===== config.mk =====
export PLATFORM = sky130hd
export DESIGN_NAME = cdc_hs_tx
export DESIGN_NICKNAME = d
export VERILOG_FILES = /design/src/rtl/cdc_hs_tx.sv
export SDC_FILE = /design/constraint.sdc
export NUM_CORES = 1
export LEC_CHECK = 0
export CORE_AREA = 3 3 40 42
export CTS_CLUSTER_DIAMETER = 60
export DETAILED_ROUTE_END_ITERATION = 6
export DIE_AREA = 0 0 43 45
export PLACE_DENSITY = 0.77
export SETUP_SLACK_MARGIN = 0.5
export SYNTH_ARGS = -nofsm -noshare
export SYNTH_HDL_FRONTEND = slang
export SYNTH_SLANG_ARGS = --single-unit

===== constraint.sdc =====
create_clock -name CLK -period 4.2 [get_ports CLK]
set_clock_uncertainty 0.2 [all_clocks]
set_input_delay 0.42 -clock CLK [delete_from_list [all_inputs] [get_ports CLK]]
set_output_delay 0.42 -clock CLK [all_outputs]
set_load 0.01 [all_outputs]

===== src/rtl/cdc_hs_tx.sv =====
// Source side of a 4-phase req/ack handshake that launches one word across a clock-domain boundary.
// Optional sticky OVERFLOW output for dropped words is enabled with `define CDC_HS_TX_OVF_EN.
module cdc_hs_tx #(
  parameter int BUS_WIDTH  = 8,
  parameter int NUM_STAGES = 2
) (
  input  logic                 CLK,
  input  logic                 RST,
  input  logic [BUS_WIDTH-1:0] DATA_IN,
  input  logic                 DATA_VALID,
  output logic                 BUSY,
  output logic [BUS_WIDTH-1:0] TX_DATA,
  output logic                 TX_REQ,
  input  logic                 TX_ACK,
  output logic                 DONE
`ifdef CDC_HS_TX_OVF_EN
  ,
  output logic                 OVERFLOW
`endif
);

  // state  | meaning
  // IDLE   | waiting for DATA_VALID; last word held on TX_DATA
  // SETUP  | TX_DATA settling one cycle ahead of the request
  // REQ_HI | TX_REQ high, waiting for synchronized ACK to rise
  // REQ_LO | TX_REQ low, waiting for synchronized ACK to fall
  typedef enum logic [1:0] {
    IDLE   = 2'd0,
    SETUP  = 2'd1,
    REQ_HI = 2'd2,
    REQ_LO = 2'd3
  } state_t;

  state_t                state_q, state_d;
  logic [NUM_STAGES-1:0] ack_ff;
  logic                  ack_sync;
  logic                  load_d;
  logic                  done_d;

  always_ff @(posedge CLK or posedge RST) begin
    if (RST) ack_ff <= '0;
    else     ack_ff <= {ack_ff[NUM_STAGES-2:0], TX_ACK};
  end

  assign ack_sync = ack_ff[NUM_STAGES-1];

  always_comb begin
    state_d = state_q;
    load_d  = 1'b0;
    done_d  = 1'b0;
    case (state_q)
      IDLE: begin
        if (DATA_VALID) begin
          state_d = SETUP;
          load_d  = 1'b1;
        end
      end
      SETUP:   state_d = REQ_HI;
      REQ_HI:  if (ack_sync) state_d = REQ_LO;
      REQ_LO: begin
        if (!ack_sync) begin
          state_d = IDLE;
          done_d  = 1'b1;
        end
      end
      default: state_d = IDLE;
    endcase
  end

  // Outputs are decoded from the next state so they come straight off flops.
  always_ff @(posedge CLK or posedge RST) begin
    if (RST) begin
      state_q <= IDLE;
      TX_DATA <= '0;
      TX_REQ  <= 1'b0;
      BUSY    <= 1'b0;
      DONE    <= 1'b0;
    end else begin
      state_q <= state_d;
      TX_REQ  <= (state_d == REQ_HI);
      BUSY    <= (state_d != IDLE);
      DONE    <= done_d;
      if (load_d) TX_DATA <= DATA_IN;
    end
  end

`ifdef CDC_HS_TX_OVF_EN
  always_ff @(posedge CLK or posedge RST) begin
    if (RST)                    OVERFLOW <= 1'b0;
    else if (DATA_VALID && BUSY) OVERFLOW <= 1'b1;
  end
`endif

endmodule


==> qor.csv, run 1 <==
metric,value,unit
status,completed,
Iter 0 DRT Violations,4,
register area share after synthesis,69.77,%
post-route ant nets,0,
Core ar.,1285,µm²
Worst Path Buf+Inv,1,
# port buffers,22,
Cells after DPL,70,
CP Launch Type,input port,
Final Max Tran Viols,0,
number of fill cells in the layout,109,
Int Pwr,0.3805,mW
Starting Density,41.87,%
first-pass GRT wire length,1449,µm
"Avg Cell Area, Syn",16.30,µm²
WS Path Type,input port to flop,
NetSw,0.1490,mW
most frequent cells in the layout,"22 x clkdlybuf4s50_1, 15 x dfrtp_1, 9 x mux2_2",
R2R setup slack,2.54,ns
syn_nets,45,
Clock power frac,15.0,%
Reg2Reg Depth,2,
final WL,882,µm
die area,1935,µm²
Final Cell Area,803.3,µm²
Layout Cells excl Fill,74,
Least-Margin Pin Slew,0.5460,ns
post-synthesis cell count,33,
Top delay family on crit path,buffers and inverters,
highest-delay cell along the critical path,clkdlybuf4s50_1,
DP Area,777.0,µm²
Comb pwr share,39.9,%
largest net degree at the start of global routing,16,
TritonCTS Buffers,3,
critical path data required time,4.17,ns
pwr dens,659.2,nW/µm²
Yosys Warn Count,0,
first-pass detailed-route iteration total,2,
worst hold slack,0.1547,ns
CP arrival,1.76,ns
clock-pin transition on the worst setup and hold timing paths,0.08,ns
via count,359,
Via density,4.851,
Tmin final,1.796,ns
# resized after CTS,0,
peak supply drop,0.0003291,V
total leakage power,0.3436,nW
number of global-route vias before repair,338,
Fmax,556.9,MHz
leading area contributor after synthesis,dfrtp_1,
number of stages on the worst hold path,0,
# hold bufs at CTS,0,
Yosys top cell area share,69.77,%
MaxCap Viol Count,0,
WL/cell,11.92,µm
Final nets,72,
hold crit path type,flop to flop,
layout cells sized above 1,25.42,%
total gr overflow,0,
Die Ht,45,µm
Rows,13,
Yosys cell types,8,
Ports,23,
Tcrit/Tclk final,42.75,%
Finish-stage setup viols,0,
drt drc,0,
Area Growth Syn to Fin,49.30,%
CTS Sinks,15,
worst reg2reg path startpoint,state_q[1]$_DFF_PP0_,
final core utilization,62.51,%
sw frac,28.14,%
RSZ-0062 raised after global routing,no,
crit-path max cell delay,0.48,ns
crit path max fanout,9,
ANT cells,0,
Seq cells post-synth,15,
"most common cell after layout, fill and taps aside",clkdlybuf4s50_1,
"Critical Path, Cell by Cell",clkdlybuf4s50_1 > nor3b_4 > mux2_2,
Synth area leaders,"dfrtp_1 70%, mux2_2 19%, nor3b_4 3.5%",
sequential share of power,45.1,%
CTS tree,done,
initial antenna violation count,0,
final hold violation count,0,
clock latency on the worst-skew pair,0.28,ns
relative slew slack,63.56,%
clock root cell,clkbuf_4,
gpl congestion,0.6200,
Critical R2R Capture,TX_DATA[4]$_DFFE_PP0P_,
synthesized area,538.0,µm²
worst hold endpoint,ack_ff[1]$_DFF_PP0_,
hold path startpoint,ack_ff[0]$_DFF_PP0_,
Clock Tree Buf Depth,2,
H-tree levels,1,
Fin Setup TNS,0,ns
DIE WIDTH,43,µm
Tot GR Track Use,10.49,%
postcts setup bufs,0,
crit end category,flop,
==> area by class of cell <==
| cell class | instances | area [µm²] | share of cell area, % |
|---|---|---|---|
| Clock buffer | 4 | 26.28 | 3.271 |
| Inverter | 1 | 3.754 | 0.4673 |
| Multi-Input combinational cell | 17 | 158.9 | 19.78 |
| Sequential cell | 15 | 375.4 | 46.73 |
| Tap cell | 15 | 18.77 | 2.336 |
| Timing Repair Buffer | 22 | 220.2 | 27.41 |
==> routing by layer <==
metal	vias to the layer above	share of wire (%)	track usage, %
met5	-	0	0
met4	0	3.1	7.229
met3	3	8.6	2.789
met2	19	43	15.57
met1	173	45	13.44
li1	164	-	-
==> Yosys cell counts (all sizes together) <==
master and instances:
nor3b 1, mux2 9, inv 1, and3b 1, nor2 4, a21o 1, dfrtp 15, nor3 1
==> power by group through the flow <==
stage / Combinational (mW) / Clock, mW / Sequential [mW]
floorplan: 0.0683 / 0 / 0.265
global placement: 0.210 / 0 / 0.242
detailed placement: 0.214 / 0 / 0.242
CTS: 0.215 / 0.0824 / 0.240
global route: 0.227 / 0.0876 / 0.249
finish: 0.211 / 0.0794 / 0.239
==> through the flow <==
stage	worst slack (ns)	total power, mW
after floorplan	2.705	0.3331
after global placement	2.155	0.4515
after detailed placement	2.098	0.4564
after CTS	2.393	0.5376
after global routing	2.346	0.5635
final	2.404	0.5295
==> state kept, by name (all words and copies together), names as in the netlist <==
name,cells
BUSY,1
state_q,2
TX_DATA,8
ack_ff,2
DONE,1
TX_REQ,1
==> logic make-up after synthesis <==
| logic type | synth area share [%] |
|---|---|
| multiplexers | 18.84 |
| flip-flops | 69.77 |
| AO/OA/AOI/OAI | 1.628 |
| AND/OR/NAND/NOR | 9.069 |
| buffers and inverters | 0.6970 |
==> worst max path at each step <==
| stage | start | to | cells past startpoint |
|---|---|---|---|
| CTS | DATA_VALID | TX_DATA[7]$_DFFE_PP0P_ | 3 |
| finish | DATA_VALID | TX_DATA[4]$_DFFE_PP0P_ | 3 |
| detailed placement | DATA_VALID | TX_DATA[7]$_DFFE_PP0P_ | 3 |
| global route | TX_DATA[2]$_DFFE_PP0P_ | TX_DATA[2] | 1 |
| global placement | DATA_VALID | TX_DATA[4]$_DFFE_PP0P_ | 3 |
| floorplan | state_q[1]$_DFF_PP0_ | TX_DATA[0]$_DFFE_PP0P_ | 2 |
Note: power is estimated with default switching activity, not from simulation.
==> inputs of run 2 (changes only) <==
- CORE_AREA: 3 3 40 42 -> default
- CORE_MARGIN: default -> 3
- CORE_UTILIZATION: default -> 39
- DIE_AREA: 0 0 43 45 -> default
- PLACE_DENSITY: 0.77 -> 0.75
- clock period: 4.2 -> 1.8 ns (I/O delays scaled with it)
==> qor.csv, run 2 (synthesis results as in run 1) <==
metric,value,unit
most frequent cells in the layout,"13 x dfrtp_1, 11 x clkdlybuf4s50_1, 9 x mux2_2",
first-pass GRT wire length,1697,µm
relative slew slack,65.18,%
DP Area,783.3,µm²
CP Launch Type,flop,
Tcrit/Tclk final,81.16,%
total gr overflow,0,
peak supply drop,0.0008221,V
largest net degree at the start of global routing,16,
Via density,4.622,
total leakage power,0.3528,nW
Least-Margin Pin Slew,0.5218,ns
# hold bufs at CTS,0,
post-route ant nets,0,
Area Growth Syn to Fin,44.19,%
clock-pin transition on the worst setup and hold timing paths,0.08,ns
MaxCap Viol Count,0,
Critical R2R Capture,TX_DATA[5]$_DFFE_PP0P_,
final WL,996,µm
highest-delay cell along the critical path,dfrtp_2,
Ports,23,
Clock Tree Buf Depth,2,
"Critical Path, Cell by Cell",nor3b_4 > buf_6 > mux2_2,
crit end category,flop,
WS Path Type,flop to flop,
Worst Path Buf+Inv,1,
status,completed,
CP arrival,1.42,ns
gpl congestion,0.7005,
# port buffers,22,
drt drc,0,
start point of the critical path,state_q[0]$_DFF_PP0_,
pre-CTS WS,0.1001,ns
R2R setup slack,0.34,ns
Final WS setup,0.3391,ns
Tot GR Track Use,12.94,%
DIE WIDTH,43.14,µm
die area,1861,µm²
Post-DP HPWL,805.2,µm
Rows,12,
Reg2Reg Depth,3,
Largest register FFs,8,
via count,342,
Final Max Tran Viols,0,
Iter 0 DRT Violations,3,
pwr dens,1484,nW/µm²
RSZ-0062 raised after global routing,yes,
Finish-stage setup viols,0,
total chip power,1.151,mW
crit-path max cell delay,0.45,ns
Starting Density,44.79,%
hold crit path type,input port to async pin,
register name with the most flops,TX_DATA,
ANT cells,0,
clock root cell,clkbuf_4,
Die Ht,43.14,µm
number of global-route vias before repair,378,
first-pass detailed-route iteration total,2,
Top delay family on crit path,flip-flops,
worst hold slack,0.04464,ns
worst reg2reg path startpoint,state_q[0]$_DFF_PP0_,
Regs by FF count,"TX_DATA (8), ack_ff (2), state_q (2)",
critical path data required time,1.76,ns
Final Cell Area,775.7,µm²
crit path max fanout,9,
WL/cell,13.46,µm
clock latency on the worst-skew pair,0.27,ns
H-tree levels,1,
Fin Setup TNS,0,ns
TritonCTS Buffers,3,
layout cells sized above 1,43.33,%
Tmin final,1.461,ns
initial antenna violation count,0,
CTS tree,done,
Fmax,684.5,MHz
"most common cell after layout, fill and taps aside",dfrtp_1,
final hold violation count,0,
CTS Sinks,15,
Core ar.,1201,µm²
Final nets,73,
-- run 2: cell types whose count changed in the layout (fill, tap and decap cells not counted) --
cell / previous run / this run
clkdlybuf4s50_1: 22 / 11
clkbuf_2: 0 / 8
clkdlybuf4s15_1: 0 / 3
dfrtp_1: 15 / 13
dfrtp_2: 0 / 2
buf_6: 0 / 1
-- run 2: repair_timing --
| action | CTS | global route |
|---|---|---|
| buffers inserted | 0 | 0 |
| resized for setup | 24 | 9 |
| endpoints found under the setup margin | 19 | 16 |
-- run 2: metal layers --
| metal | GRT usage, % | vias up | part of all wire, % | wire, µm |
|---|---|---|---|---|
| li1 | - | 166 | - | - |
| met1 | 13.14 | 158 | 38 | 377 |
| met2 | 23.01 | 16 | 54 | 537 |
| met3 | 3.814 | 2 | 6.7 | 67 |
| met4 | 7.229 | 0 | 1.4 | 14 |
| met5 | 0 | - | 0 | 0 |
-- run 2: area by class of cell --
type / instances / area [µm²]
well taps: 14 / 17.52
multi-input cells: 17 / 158.9
clock buffers: 4 / 26.28
repair buffers: 23 / 191.4
inverters: 1 / 3.754
flip-flops and latches: 15 / 377.9
fillers: 95 / 425.4
-- run 2: report_power, final --
part	internal (mW)	total [mW]	switching, mW
Clock	0.0859	0.181	0.0956
Combinational	0.233	0.403	0.170
Sequential	0.477	0.567	0.0895
Total	0.796	1.15	0.355
-- run 2: how the worst max path moves through the flow --
stage                                        end  slack (ns)  depth (start not counted)
after floorplan           TX_DATA[0]$_DFFE_PP0P_        0.31                          2
after detailed placement  TX_DATA[3]$_DFFE_PP0P_        0.10                          4
after CTS                 TX_DATA[5]$_DFFE_PP0P_        0.33                          3
after global routing      TX_DATA[4]$_DFFE_PP0P_        0.28                          3
final                     TX_DATA[5]$_DFFE_PP0P_        0.34                          3
after global placement    TX_DATA[6]$_DFFE_PP0P_        0.13                          4
-- run 2: per-stage QoR --
| step | cells | utilization (%) |
|---|---|---|
| floorplan | 33 | - |
| global placement | 70 | 65.21 |
| detailed placement | 70 | 65.21 |
| CTS | 74 | 67.81 |
| global route | 74 | 64.58 |
| finish | 74 | 64.58 |
==> inputs of run 3 (changes only) <==
- CORE_UTILIZATION: 39 -> 35
- PLACE_DENSITY: 0.75 -> 0.71
- clock period: 1.8 -> 1.3 ns (I/O delays scaled with it)
==> qor.csv, run 3 (synthesis results as in run 1) <==
metric,value,unit
Finish-stage setup viols,12,
number of fill cells in the layout,120,
WS Path Type,flop to flop,
start point of the critical path,state_q[1]$_DFF_PP0_,
register name with the most flops,TX_DATA,
clock-pin transition on the worst setup and hold timing paths,0.08,ns
Tot GR Track Use,13.28,%
clock root cell,clkbuf_4,
CP arrival,1.42,ns
multi-input logic area,196.4,µm²
"most common cell after layout, fill and taps aside",dfrtp_1,
Fin Setup TNS,-1.283,ns
"Critical Path, Cell by Cell",nor3b_4 > buf_6 > mux2_4,
pre-CTS WS,-0.3524,ns
Tmin final,1.453,ns
Final WS setup,-0.1531,ns
DP Area,814.5,µm²
drt drc,0,
crit-path max cell delay,0.42,ns
Starting Density,39.38,%
Final Cell Area,904.6,µm²
violated checks,"hold timing, setup timing",
highest-delay cell along the critical path,dfrtp_1,
H-tree levels,1,
Regs by FF count,"TX_DATA (8), ack_ff (2), state_q (2)",
Reg area,375.4,µm²
DIE WIDTH,45.21,µm
largest net degree at the start of global routing,16,
worst hold slack,-0.06267,ns
crit path max fanout,5,
peak supply drop,0.001075,V
Tcrit/Tclk final,111.8,%
worst reg2reg path startpoint,state_q[1]$_DFF_PP0_,
Worst Path Buf+Inv,1,
CTS Sinks,15,
critical path data required time,1.27,ns
clock latency on the worst-skew pair,0.28,ns
TritonCTS Buffers,3,
total leakage power,0.4434,nW
Fmax,688.2,MHz
pwr dens,2174,nW/µm²
Die Ht,45.21,µm
die area,2043,µm²
layout cells sized above 1,56.94,%
ANT cells,0,
hold crit path type,input port to async pin,
first-pass GRT wire length,1849,µm
final WL,1147,µm
CP Launch Type,flop,
Final nets,85,
status,"complete, but fails checks",
Via density,4.609,
first-pass detailed-route iteration total,1,
Area Growth Syn to Fin,68.14,%
crit end category,flop,
initial antenna violation count,0,
Ports,23,
MaxCap Viol Count,0,
Iter 0 DRT Violations,0,
Rows,13,
total gr overflow,0,
# port buffers,22,
post-route ant nets,0,
final hold violation count,15,
most frequent cells in the layout,"15 x dfrtp_1, 11 x clkdlybuf4s50_1, 10 x buf_2",
gpl congestion,0.6215,
Top delay family on crit path,flip-flops,
via count,401,
number of global-route vias before repair,428,
WL/cell,13.18,µm
Clock Tree Buf Depth,2,
Least-Margin Pin Slew,0.1965,ns
Core ar.,1366,µm²
RSZ-0062 raised after global routing,yes,
CTS tree,done,
Largest register FFs,8,
relative slew slack,86.89,%
Final Max Tran Viols,0,
## run 3: cell count changes in the layout (fill, tap and decap cells not counted), sizes merged
cell           before  now
clkbuf             12    4
clkdlybuf4s15       3    0
buf                 1   24
## run 3: worst paths after layout
check                                          to  cells past startpoint  slack, ns
max                        TX_DATA[6]$_DFFE_PP0P_                      3      -0.15
max in group asynchronous  TX_DATA[3]$_DFFE_PP0P_                      3       0.79
min reg2reg                   ack_ff[1]$_DFF_PP0_                      0       0.15
max reg2reg                TX_DATA[6]$_DFFE_PP0P_                      3      -0.15
min                          state_q[0]$_DFF_PP0_                      3      -0.06
min in group CLK              ack_ff[0]$_DFF_PP0_                      1       0.08
## run 3: cell type report
cell class / count / share of cell area, %
Multi-Input combinational cell: 17 / 21.72
Clock buffer: 4 / 2.905
Timing Repair Buffer: 35 / 31.40
Inverter: 1 / 0.4149
Sequential cell: 15 / 41.49
Tap cell: 15 / 2.075
## run 3: layer usage
layer | GRT usage [%] | up-vias | routed length [µm]
met5 | 0 | - | 0
met1 | 14.47 | 194 | 466
li1 | - | 191 | -
met4 | 8.772 | 0 | 16
met2 | 23.16 | 14 | 595
met3 | 2.390 | 2 | 69
## run 3: metrics by stage
stage | instances | util (%) | power, mW | hold WS [ns]
global placement | 75 | 59.62 | 1.527 | 0.1331
finish | 87 | 66.21 | 1.966 | -0.06267
floorplan | 33 | - | 1.075 | -0.1685
detailed placement | 75 | 59.62 | 1.541 | 0.1371
CTS | 82 | 62.18 | 1.825 | -0.06958
global route | 87 | 66.21 | 2.092 | -0.05043
## run 3: worst min-delay path: cells and delay by family
kind,cells,cell delay (ns)
buffers and inverters,3,0.66
## run 3: repair_timing
item	in CTS	in global routing
gates resized for setup	55	4
endpoints found under the hold margin	15	15
setup buffers	3	5
endpoints found under the setup margin	24	24
pin swaps	1	1
## run 3: report_power, final
part           switching (mW)  total [mW]  internal, mW
clock network           0.144       0.263         0.119
logic                   0.337       0.946         0.609
registers               0.102       0.757         0.655
total                   0.583        1.97          1.38
